[src/rtl/lcd_seq_pkg.sv]
// Shared definitions for the LCD ROM sequencer: FSM states, ROM entry fields and wait selection.
package lcd_seq_pkg;

  typedef enum logic [2:0] {
    StPor   = 3'd0,
    StFetch = 3'd1,
    StSetup = 3'd2,
    StEhi   = 3'd3,
    StHold  = 3'd4,
    StWait  = 3'd5,
    StDone  = 3'd6
  } lcd_state_e;

  localparam int unsigned RS_BIT  = 4;
  localparam int unsigned NIB_MSB = 3;
  localparam int unsigned NIB_LSB = 0;

  localparam logic [5:0] LAST_ADDR = 6'd63;

  // The first init_len entries are power-up commands that need the long settle time.
  function automatic int unsigned wait_cycles(input logic [5:0]  addr,
                                              input int unsigned init_len,
                                              input int unsigned init_cyc,
                                              input int unsigned gap_cyc);
    return (32'(addr) < init_len) ? init_cyc : gap_cyc;
  endfunction

endpackage

[src/rtl/lcd_delay_cnt.sv]
// Loadable down-counter that saturates at zero; zero_o flags the final cycle of a timed state.
module lcd_delay_cnt #(
  parameter int unsigned CNT_W = 18
) (
  input  logic             clk_i,
  input  logic             rst_ni,
  input  logic             load_i,
  input  logic [CNT_W-1:0] load_val_i,
  output logic             zero_o
);

  logic [CNT_W-1:0] cnt_q, cnt_d;

  always_comb begin
    cnt_d = cnt_q;
    if (load_i) begin
      cnt_d = load_val_i;
    end else if (cnt_q != '0) begin
      cnt_d = cnt_q - 1'b1;
    end
  end

  always_ff @(posedge clk_i or negedge rst_ni) begin
    if (!rst_ni) begin
      cnt_q <= '0;
    end else begin
      cnt_q <= cnt_d;
    end
  end

  assign zero_o = (cnt_q == '0);

endmodule

[src/rtl/lcd_rom_sequencer.sv]
// Replays a 64-entry command/text ROM onto a 4-bit HD44780 bus, one enable-strobed nibble per entry.
module lcd_rom_sequencer
  import lcd_seq_pkg::*;
#(
  parameter int unsigned POR_CYC   = 200000,
  parameter int unsigned SETUP_CYC = 1,
  parameter int unsigned E_CYC     = 5,
  parameter int unsigned HOLD_CYC  = 1,
  parameter int unsigned GAP_CYC   = 400,
  parameter int unsigned INIT_LEN  = 2,
  parameter int unsigned INIT_CYC  = 50000,
  parameter int unsigned CNT_W     = 18
) (
  input  logic       clk,
  input  logic       rst_n,
  input  logic       start,
  output logic [5:0] rom_addr,
  input  logic [7:0] rom_q,
  output logic       lcd_rs,
  output logic       lcd_rw,
  output logic       lcd_e,
  output logic [3:0] lcd_d,
  output logic       busy,
  output logic       done
);

  // Reset leaves the counter at 0, so POR spends its first cycle loading POR_CYC-2.
  localparam logic [CNT_W-1:0] PorLd   = CNT_W'(POR_CYC - 2);
  localparam logic [CNT_W-1:0] SetupLd = CNT_W'(SETUP_CYC - 1);
  localparam logic [CNT_W-1:0] EhiLd   = CNT_W'(E_CYC - 1);
  localparam logic [CNT_W-1:0] HoldLd  = CNT_W'(HOLD_CYC - 1);

  lcd_state_e       state_q, state_d;
  logic [5:0]       addr_q, addr_d;
  logic             rs_q, rs_d;
  logic [3:0]       nib_q, nib_d;
  logic             e_q;
  logic             busy_q;
  logic             done_q;
  logic             por_armed_q;
  logic             cnt_load;
  logic [CNT_W-1:0] cnt_val;
  logic             cnt_zero;
  logic             unused_rom_hi;

  assign unused_rom_hi = ^rom_q[7:5];

  lcd_delay_cnt #(
    .CNT_W (CNT_W)
  ) u_delay_cnt (
    .clk_i      (clk),
    .rst_ni     (rst_n),
    .load_i     (cnt_load),
    .load_val_i (cnt_val),
    .zero_o     (cnt_zero)
  );

  always_comb begin
    state_d  = state_q;
    addr_d   = addr_q;
    rs_d     = rs_q;
    nib_d    = nib_q;
    cnt_load = 1'b0;
    cnt_val  = '0;

    unique case (state_q)
      StPor: begin
        if (!por_armed_q && (POR_CYC > 1)) begin
          cnt_load = 1'b1;
          cnt_val  = PorLd;
        end else if (cnt_zero) begin
          state_d = StFetch;
        end
      end
      StFetch: begin
        rs_d    = rom_q[RS_BIT];
        nib_d   = rom_q[NIB_MSB:NIB_LSB];
        state_d = StSetup;
      end
      StSetup: if (cnt_zero) state_d = StEhi;
      StEhi:   if (cnt_zero) state_d = StHold;
      StHold:  if (cnt_zero) state_d = StWait;
      StWait: begin
        if (cnt_zero) begin
          if (addr_q == LAST_ADDR) begin
            state_d = StDone;
          end else begin
            addr_d  = addr_q + 6'd1;
            state_d = StFetch;
          end
        end
      end
      StDone: begin
        if (start) begin
          addr_d  = '0;
          state_d = StFetch;
        end
      end
      default: state_d = StPor;
    endcase

    // Every state entry loads its length minus one; FETCH and DONE load zero.
    if (state_d != state_q) begin
      cnt_load = 1'b1;
      unique case (state_d)
        StSetup: cnt_val = SetupLd;
        StEhi:   cnt_val = EhiLd;
        StHold:  cnt_val = HoldLd;
        StWait:  cnt_val = CNT_W'(wait_cycles(addr_q, INIT_LEN, INIT_CYC, GAP_CYC) - 1);
        default: cnt_val = '0;
      endcase
    end
  end

  always_ff @(posedge clk or negedge rst_n) begin
    if (!rst_n) begin
      state_q     <= StPor;
      addr_q      <= '0;
      rs_q        <= 1'b0;
      nib_q       <= '0;
      e_q         <= 1'b0;
      busy_q      <= 1'b1;
      done_q      <= 1'b0;
      por_armed_q <= 1'b0;
    end else begin
      state_q     <= state_d;
      addr_q      <= addr_d;
      rs_q        <= rs_d;
      nib_q       <= nib_d;
      e_q         <= (state_d == StEhi);
      busy_q      <= (state_d != StDone);
      done_q      <= (state_d == StDone);
      por_armed_q <= 1'b1;
    end
  end

  assign rom_addr = addr_q;
  assign lcd_rs   = rs_q;
  assign lcd_rw   = 1'b0;
  assign lcd_e    = e_q;
  assign lcd_d    = nib_q;
  assign busy     = busy_q;
  assign done     = done_q;

endmodule

[config.mk]
export PLATFORM = sky130hd
export DESIGN_NAME = lcd_rom_sequencer
export DESIGN_NICKNAME = d
export VERILOG_FILES = /design/src/rtl/lcd_seq_pkg.sv /design/src/rtl/lcd_delay_cnt.sv /design/src/rtl/lcd_rom_sequencer.sv
export SDC_FILE = /design/constraint.sdc
export NUM_CORES = 1
export LEC_CHECK = 0
export CAP_MARGIN = 30
export CORE_UTILIZATION = 35
export DETAILED_ROUTE_END_ITERATION = 8
export GPL_TIMING_DRIVEN = 0
export PLACE_DENSITY = 0.56
export REMOVE_ABC_BUFFERS = 1
export SKIP_CTS_REPAIR_TIMING = 1
export SYNTH_ARGS = -nofsm -noshare
export SYNTH_HDL_FRONTEND = slang
export SYNTH_SLANG_ARGS = --single-unit
[constraint.sdc]
create_clock -name clk -period 4.2 [get_ports clk]
set_input_delay 0.84 -clock clk [delete_from_list [all_inputs] [get_ports clk]]
set_output_delay 0.84 -clock clk [all_outputs]
set_load 0.01 [all_outputs]
==> results of run 1 <==
-- cell type report --
type,instances,area [um^2]
Clock buffer,8,90.1
Fill cell,554,3150
Inverter,4,15.0
Timing Repair Buffer,23,218
Tap cell,72,90.1
Sequential cell,36,902
Multi-Input combinational cell,155,1040
-- where the power goes --
part	internal [mW]	switching (mW)	leakage, nW
clock network	0.134	0.117	0.0455
registers	0.347	0.000230	0.410
logic	0.00541	0.00865	0.413
total	0.486	0.126	0.868
-- per-stage QoR --
stage | cells | area (um^2) | utilization (%) | hold WS, ps | setup WS, ps
3_3_place_gp | 288 | 2260 | 41.1 | 490 | 489
2_1_floorplan | 195 | 1960 | - | 534 | 1350
3_5_place_dp | 290 | 2270 | 41.2 | 495 | 1110
5_1_grt | 298 | 2360 | 42.9 | 523 | 785
4_1_cts | 298 | 2360 | 42.9 | 511 | 1090
6_report | 298 | 2360 | 42.9 | 506 | 1070
-- kinds of logic after synthesis --
logic type      count (synthesis)  share of synthesized area, %
simple gates                   75                          22.2
buf+inv                        12                          2.63
flops                          36                          45.1
compound gates                 49                          15.8
other cells                     2                         0.376
fa+ha+maj                       2                          1.25
xor+xnor                       19                          8.32
mux                             8                          4.32
-- cell usage in the layout, fill, tap and decap left out, types with 4 or more instances in the layout --
cell type,n
nor3_1,7
o31ai_1,4
clkdlybuf4s50_1,20
o22ai_1,5
nor2_1,11
or3_1,6
clkbuf_8,6
mux2_2,5
nand3_1,4
inv_1,4
dfrtp_1,35
nand2_1,12
nand2b_1,6
o21ai_0,15
a21oi_1,9
xor2_1,5
xnor2_1,14
nand4_1,4
-- sequential cells by signal, summed over array words and instances (netlist names) --
| register | cells |
|---|---|
| u_delay_cnt.cnt_q | 18 |
| rom_addr | 6 |
| lcd_d | 4 |
| state_q | 3 |
| busy | 1 |
| done | 1 |
| lcd_e | 1 |
| lcd_rs | 1 |
| por_armed_q | 1 |
-- final timing paths --
check,to,slack [ps],depth (start not counted)
max,u_delay_cnt.cnt_q[2],1070,7
max reg2reg,u_delay_cnt.cnt_q[2],1070,7
max in group asynchronous,rom_addr[0],3040,1
min,lcd_d[0],510,1
min in group asynchronous,u_delay_cnt.cnt_q[16],650,1
min reg2reg,lcd_d[0],510,1
-- worst max-delay path: stages (launching register included) --
cell      delay, ps
dfrtp_1         430
inv_1            80
ha_1            180
or3b_2          470
nor3b_1         650
nand2_1         500
o221ai_2        520
mux2i_1         240
-- routing by layer --
metal / GRT usage (%) / vias up
li1: - / 781
met1: 21.1 / 773
met2: 25.2 / 20
met3: 3.65 / 2
met4: 3.96 / 0
met5: 0 / -
==> impl_metrics.csv, run 1 <==
group,metric,value,unit
drt,vias,1576,
place,io_buffers,21,
synthesis,synth_area,2000,um^2
drt,totalWireLength,4240,um
synthesis,synth.avg_cell_area,9.85,um^2
sta,setup-tns-final,0,ps
floorplanning,core.rowCount,27,
place,routabilityCongestion,0.760,
worst_setup_path,path_max_fanout,13,
drt,drc,0,
sta,fin_crit_sh,74.6,%
drt,wl_per_cell,14.2,um
clock_network,cts-root-buf,"clkbuf_8",
run,cap_violations,0,
layout,fin_nets,238,
synthesis,synth-seq-area-share,45.1,%
clock_network,cts_buffers,5,
sta,worst_pin_slew,818,ps
floorplanning,die_w,77.6,um
sta,fmax,0.319,GHz
layout,areaGrowthSynthToFinish,18.0,%
synthesis,ys.flop_type,"dfrtp_1",
floorplanning,pin_count,26,
drt,met3_length,130,um
power_and_ir_drop,vdd_drop_max,0.130,mV
global_route,antenna_found_initial,0,
synthesis,ys_warn_count,0,
drt,dr_wl_met2,1990,um
clock_network,clock_latency,280,ps
drt,maxUsedRoutingLayer,"met4",
sta,max-slew-margin-rel,45.5,%
clock_network,cts_tree,"yes",
worst_setup_path,rr_startpoint,"u_delay_cnt.cnt_q[0]",
power_and_ir_drop,power.density,259,nW/um^2
drt,antenna_left,0,
synthesis,synthDistinctLibCells,50,
global_route,grt_usage,15.7,%
layout,antennaDiodeCount,0,
floorplanning,die_h,77.6,um
synthesis,synth_commonest_cells,"35 x dfrtp_1, 15 x o21ai_0, 14 x xnor2_1, 12 x nand2_1, 11 x nor2_1",
drt,drt_iter0_drc,73,
sta,final.setup_skew,3.71,ps
sta,finalSetupViolCount,0,
sta,hold_violations,0,
place,dp_hpwl,3080,um
sta,drv_slew,0,
power_and_ir_drop,total_power,0.612,mW
drt,drt-met1-wl,2100,um
synthesis,synth_top_area_share,43.8,%
outcome,status,"complete, no violations",
global_route,grt_first_pass_wirelength,7460,um
worst_setup_path,startpoint,"u_delay_cnt.cnt_q[0]",
drt,firstDrtPassIters,4,
clock_network,path_clk_slew,70,ps
floorplanning,core_area,5510,um^2
drt,viasPerCell,5.29,
synthesis,synth_cells,203,
global_route,grt-ovfl-total,0,
floorplanning,die_area,6020,um^2
worst_hold_path,hold_class,"flip-flop to flip-flop",
synthesis,yosysMostFrequentCell,"dfrtp_1",
global_route,grt_max_degree,37,
worst_hold_path,worstHoldStart,"lcd_d[0]",
global_route,grt_pass1_vias,1553,
power_and_ir_drop,p_leak,0.868,nW
worst_setup_path,required,4400,ps
synthesis,synthTopCellsByArea,"dfrtp_1 44%, xnor2_1 6.1%, o21ai_0 3.8%, mux2_2 2.8%, a21oi_1 2.3%",
floorplanning,start_util,36.3,%
worst_setup_path,path_class,"flip-flop to flip-flop",
worst_setup_path,crit_arrival,3340,ps
synthesis,ys_ff_latch,36,
sta,period_needed,3130,ps
clock_network,clock-sinks,36,
synthesis,yosysTopAreaCell,"dfrtp_1",
worst_setup_path,cp-start-kind,"flip-flop",
layout,layout-drive-gt1-share,11.1,%
worst_setup_path,end_kind,"flip-flop",
clock_network,cts.htree.levels,2,
synthesis,synth_edf_count,0,
clock_network,cts_buffer_depth,2,
sta,grt_setup_unrepaired,"no",
synthesis,postSynth.asyncResetShare,100,%
Power figures use the tool's default switching activity.
==> inputs of run 2 (changes only) <==
- PLACE_DENSITY: 0.56 -> 0.58
- clock period: 4.2 -> 2.8 ns (I/O delays scaled with it)
==> impl_metrics.csv, run 2 (synthesized netlist as in run 1, its figures left out) <==
group,metric,value,unit
layout,largest-register,"u_delay_cnt.cnt_q",
drt,viasPerCell,5.34,
floorplanning,start_util,36.3,%
worst_setup_path,end_kind,"flip-flop",
worst_setup_path,crit_chain,"inv_1, ha_1, or3b_2, nor3b_2, buf_2, a21oi_1, o221ai_2, mux2i_1",
sta,finalSetupViolCount,0,
drt,drt_iter0_drc,101,
drt,totalWireLength,4300,um
place,io_buffers,21,
power_and_ir_drop,p_sw,0.199,mW
place,routabilityCongestion,0.734,
clock_network,clock-sinks,36,
sta,hold_slack,354,ps
floorplanning,die_w,77.6,um
layout,layout-drive-gt1-share,12.8,%
drt,antenna_left,0,
clock_network,clock_latency,290,ps
sta,worst_slack,216,ps
power_and_ir_drop,cellInternalPower,0.729,mW
clock_network,cts.htree.levels,2,
worst_setup_path,rr_startpoint,"u_delay_cnt.cnt_q[0]",
worst_setup_path,slowest_stage,"or3b_2",
layout,layout.cells.non_filler,298,
global_route,grt_pass1_vias,1529,
drt,drc,0,
drt,vias,1590,
worst_setup_path,cp-start-kind,"flip-flop",
sta,setup-tns-final,0,ps
power_and_ir_drop,power.density,390,nW/um^2
floorplanning,core_area,5510,um^2
sta,drv_slew,0,
power_and_ir_drop,p_leak,0.868,nW
layout,layout_commonest_cell,"dfrtp_1",
worst_setup_path,slowest_delay,480,ps
floorplanning,die_h,77.6,um
clock_network,cts_tree,"yes",
power_and_ir_drop,p_comb_share,2.2,%
layout,fin_nets,238,
worst_setup_path,path_max_fanout,7,
drt,maxUsedRoutingLayer,"met4",
power_and_ir_drop,p_seq_share,56.1,%
power_and_ir_drop,vdd_drop_max,0.203,mV
sta,hold_violations,0,
clock_network,cts-root-buf,"clkbuf_8",
worst_setup_path,rr_worst_depth,8,
sta,grt_setup_unrepaired,"no",
drt,firstDrtPassIters,4,
sta,fin_crit_sh,92.3,%
layout,antennaDiodeCount,0,
global_route,antenna_found_initial,0,
layout,final_area,2380,um^2
global_route,grt-ovfl-total,0,
sta,max-slew-margin-rel,47.0,%
place,dp_hpwl,3080,um
sta,period_needed,2580,ps
worst_setup_path,reg2reg_setup_slack,220,ps
worst_setup_path,path_class,"flip-flop to flip-flop",
worst_setup_path,crit_arrival,2800,ps
layout,post-route-util,43.1,%
layout,areaGrowthSynthToFinish,18.8,%
layout,largest_register_ffs,18,
floorplanning,pin_count,26,
place,placedInstanceArea,2270,um^2
worst_setup_path,r2r-end,"u_delay_cnt.cnt_q[2]",
place,placed_cells,290,
drt,drt-met1-wl,2010,um
clock_network,path_clk_slew,70,ps
drt,dr_wl_met2,2030,um
power_and_ir_drop,switching_share,21.5,%
power_and_ir_drop,total_power,0.928,mW
floorplanning,core.rowCount,27,
clock_network,cts_buffers,5,
floorplanning,die_area,6020,um^2
global_route,grt_max_degree,37,
sta,worst_pin_slew,796,ps
drt,met3_length,189,um
layout,layout.cells.most_common_list,"35 x dfrtp_1, 20 x clkdlybuf4s50_1, 15 x o21ai_0",
clock_network,cts_buffer_depth,2,
worst_setup_path,required,3010,ps
power_and_ir_drop,clockPowerShare,41.6,%
global_route,grt_first_pass_wirelength,7480,um
sta,fmax,0.387,GHz
worst_hold_path,hold_class,"input port to asynchronous set/reset pin",
place,pre_cts_ws,-80.2,ps
sta,final.setup_skew,8.10,ps
outcome,status,"complete, no violations",
drt,wl_per_cell,14.4,um
global_route,grt_usage,15.7,%
run,cap_violations,0,
## run 2: worst max-delay path, delay by kind of cell (launching register included)
family	cells	cell delay [ps]
mux	1	240
fa+ha+maj	1	190
buf+inv	2	340
compound gates	2	460
simple gates	2	850
flops	1	430
## run 2: worst max-delay path by stage
stage	start	end	slack, ps	cells past startpoint
4_1_cts	u_delay_cnt.cnt_q[0]	u_delay_cnt.cnt_q[2]	-120	7
2_1_floorplan	u_delay_cnt.cnt_q[0]	u_delay_cnt.cnt_q[2]	-50	7
3_5_place_dp	u_delay_cnt.cnt_q[0]	u_delay_cnt.cnt_q[2]	-80	7
5_1_grt	u_delay_cnt.cnt_q[0]	u_delay_cnt.cnt_q[2]	70	8
3_3_place_gp	u_delay_cnt.cnt_q[0]	u_delay_cnt.cnt_q[2]	-860	7
6_report	u_delay_cnt.cnt_q[0]	u_delay_cnt.cnt_q[2]	220	8
## run 2: metal layers
layer	up-vias	track usage, %
li1	778	-
met2	37	24.3
met1	770	20.8
met4	0	7.17
met3	5	3.65
met5	-	0
## run 2: power groups by stage
| stage | clock network [mW] | logic [mW] | registers [mW] |
|---|---|---|---|
| after CTS | 0.404 | 0.0219 | 0.521 |
| after global placement | 0 | 0.0227 | 0.531 |
| final | 0.386 | 0.0207 | 0.521 |
| after floorplan | 0 | 0.00139 | 0.531 |
| after detailed placement | 0 | 0.0218 | 0.531 |
| after global routing | 0.428 | 0.0238 | 0.521 |
## run 2: area by class of cell
| type | instances | area [um^2] |
|---|---|---|
| clock buffers | 7 | 86.3 |
| inverters | 4 | 15.0 |
| multi-input cells | 155 | 1060 |
| well taps | 72 | 90.1 |
| flip-flops and latches | 36 | 902 |
| clock inverters | 1 | 7.51 |
| repair buffers | 23 | 218 |
| fillers | 530 | 3130 |
==> inputs of run 3 (changes only) <==
- PLACE_DENSITY: 0.58 -> unset
==> impl_metrics.csv, run 3 (synthesized netlist as in run 1, its figures left out) <==
group,metric,value,unit
drt,firstDrtPassIters,4,
clock_network,clock_latency,280,ps
worst_setup_path,required,3010,ps
worst_setup_path,reg2reg_setup_slack,240,ps
floorplanning,start_util,36.3,%
drt,drc,0,
drt,viasPerCell,5.27,
layout,multi_input_area,1070,um^2
worst_setup_path,slowest_delay,480,ps
drt,vias,1570,
clock_network,cts_tree,"yes",
layout,layout_commonest_cell,"dfrtp_1",
sta,hold_slack,363,ps
floorplanning,pin_count,26,
sta,fmax,0.391,GHz
worst_setup_path,crit_family,"simple AND/OR/NAND/NOR gates",
floorplanning,die_w,77.6,um
global_route,grt_first_pass_wirelength,7270,um
global_route,grt-ovfl-total,0,
sta,worst_pin_slew,799,ps
place,routabilityCongestion,0.774,
worst_setup_path,slowest_stage,"or3b_2",
layout,antennaDiodeCount,0,
layout,largest_register_ffs,18,
worst_hold_path,hold_class,"input port to asynchronous set/reset pin",
worst_setup_path,path_max_fanout,6,
worst_setup_path,rr_startpoint,"u_delay_cnt.cnt_q[0]",
sta,period_needed,2560,ps
layout,fillCellCount,564,
worst_setup_path,crit_arrival,2770,ps
worst_setup_path,r2r-end,"rom_addr[5]",
floorplanning,die_h,77.6,um
drt,wl_per_cell,14.0,um
sta,fin_crit_sh,91.4,%
layout,largest-register,"u_delay_cnt.cnt_q",
worst_setup_path,end_kind,"flip-flop",
worst_setup_path,cp.depth,8,
floorplanning,core_area,5510,um^2
run,cap_violations,0,
layout,fin_nets,238,
clock_network,cts-root-buf,"clkbuf_8",
drt,totalWireLength,4160,um
place,io_buffers,21,
layout,areaGrowthSynthToFinish,20.4,%
sta,grt_setup_unrepaired,"no",
power_and_ir_drop,p_leak,0.879,nW
worst_setup_path,cp-start-kind,"flip-flop",
worst_setup_path,startpoint,"u_delay_cnt.cnt_q[0]",
worst_setup_path,path_buf_inv,2,
outcome,status,"complete, no violations",
sta,worst_slack,241,ps
sta,max-slew-margin-rel,46.7,%
sta,drv_slew,0,
clock_network,clock-sinks,36,
layout,layout-drive-gt1-share,13.3,%
global_route,antenna_found_initial,0,
place,pre_cts_ws,-228,ps
clock_network,cts_buffer_depth,2,
worst_setup_path,crit_path_end,"rom_addr[5]",
sta,finalSetupViolCount,0,
worst_setup_path,rr_worst_depth,8,
layout,layout.cells.most_common_list,"35 x dfrtp_1, 20 x clkdlybuf4s50_1, 15 x o21ai_0",
sta,hold_violations,0,
power_and_ir_drop,total_power,1.00,mW
sta,setup-tns-final,0,ps
place,dp_hpwl,2990,um
power_and_ir_drop,vdd_drop_max,0.387,mV
worst_setup_path,crit_chain,"inv_1, ha_1, or3b_2, nor3b_2, buf_4, nand4_1, or3_1, a21oi_1",
floorplanning,die_area,6020,um^2
clock_network,path_clk_slew,80,ps
global_route,grt_pass1_vias,1524,
clock_network,cts_buffers,5,
clock_network,cts.htree.levels,2,
worst_setup_path,path_class,"flip-flop to flip-flop",
drt,antenna_left,0,
global_route,grt_usage,15.1,%
global_route,grt_max_degree,37,
drt,drt_iter0_drc,108,
floorplanning,core.rowCount,27,
sta,final.setup_skew,9.17,ps
power_and_ir_drop,power.density,415,nW/um^2
layout,seq_area,902,um^2
## run 3: changes by cell type in the layout (fill, tap and decap cells not counted)
cell       before  now
buf_2           2    1
buf_4           1    2
bufinv_16       0    1
clkbuf_1        1    0
clkbuf_8        6    5
clkinv_2        0    1
o221ai_2        1    0
o221ai_4        0    1
## run 3: how the worst min path moves through the flow
stage	slack [ps]	start	end	cells past startpoint
2_1_floorplan	260	rst_n	done	0
3_3_place_gp	490	lcd_rs	lcd_rs	1
3_5_place_dp	500	lcd_rs	lcd_rs	1
4_1_cts	390	rst_n	u_delay_cnt.cnt_q[2]	1
5_1_grt	430	rst_n	u_delay_cnt.cnt_q[0]	1
6_report	360	rst_n	u_delay_cnt.cnt_q[2]	1
## run 3: through the flow
step,area (um^2),cells,util (%)
2_1_floorplan,1960,195,-
3_3_place_gp,2260,288,41.1
3_5_place_dp,2270,290,41.3
4_1_cts,2380,298,43.3
5_1_grt,2410,298,43.7
6_report,2410,298,43.7
## run 3: final cells by class
class                           instances  share of cell area [%]
Inverter                                4                   0.624
Clock buffer                            5                    2.86
Tap cell                               72                    3.74
Sequential cell                        36                    37.5
Clock inverter                          3                    1.77
Multi-Input combinational cell        155                    44.4
Timing Repair Buffer                   23                    9.15
## run 3: power by group
group | total (mW) | switching, mW | internal (mW) | leakage (nW)
clock network | 0.459 | 0.195 | 0.264 | 0.0541
logic | 0.0208 | 0.0126 | 0.00812 | 0.415
registers | 0.521 | 0.000284 | 0.520 | 0.410
## run 3: metal layers
| metal | up-vias | part of all wire [%] | GRT usage, % |
|---|---|---|---|
| met2 | 24 | 47 | 23.7 |
| met4 | 0 | 0.58 | 4.15 |
| met3 | 2 | 3.5 | 3.53 |
| met1 | 770 | 49 | 20.8 |
| li1 | 774 | - | - |
| met5 | - | 0 | 0 |
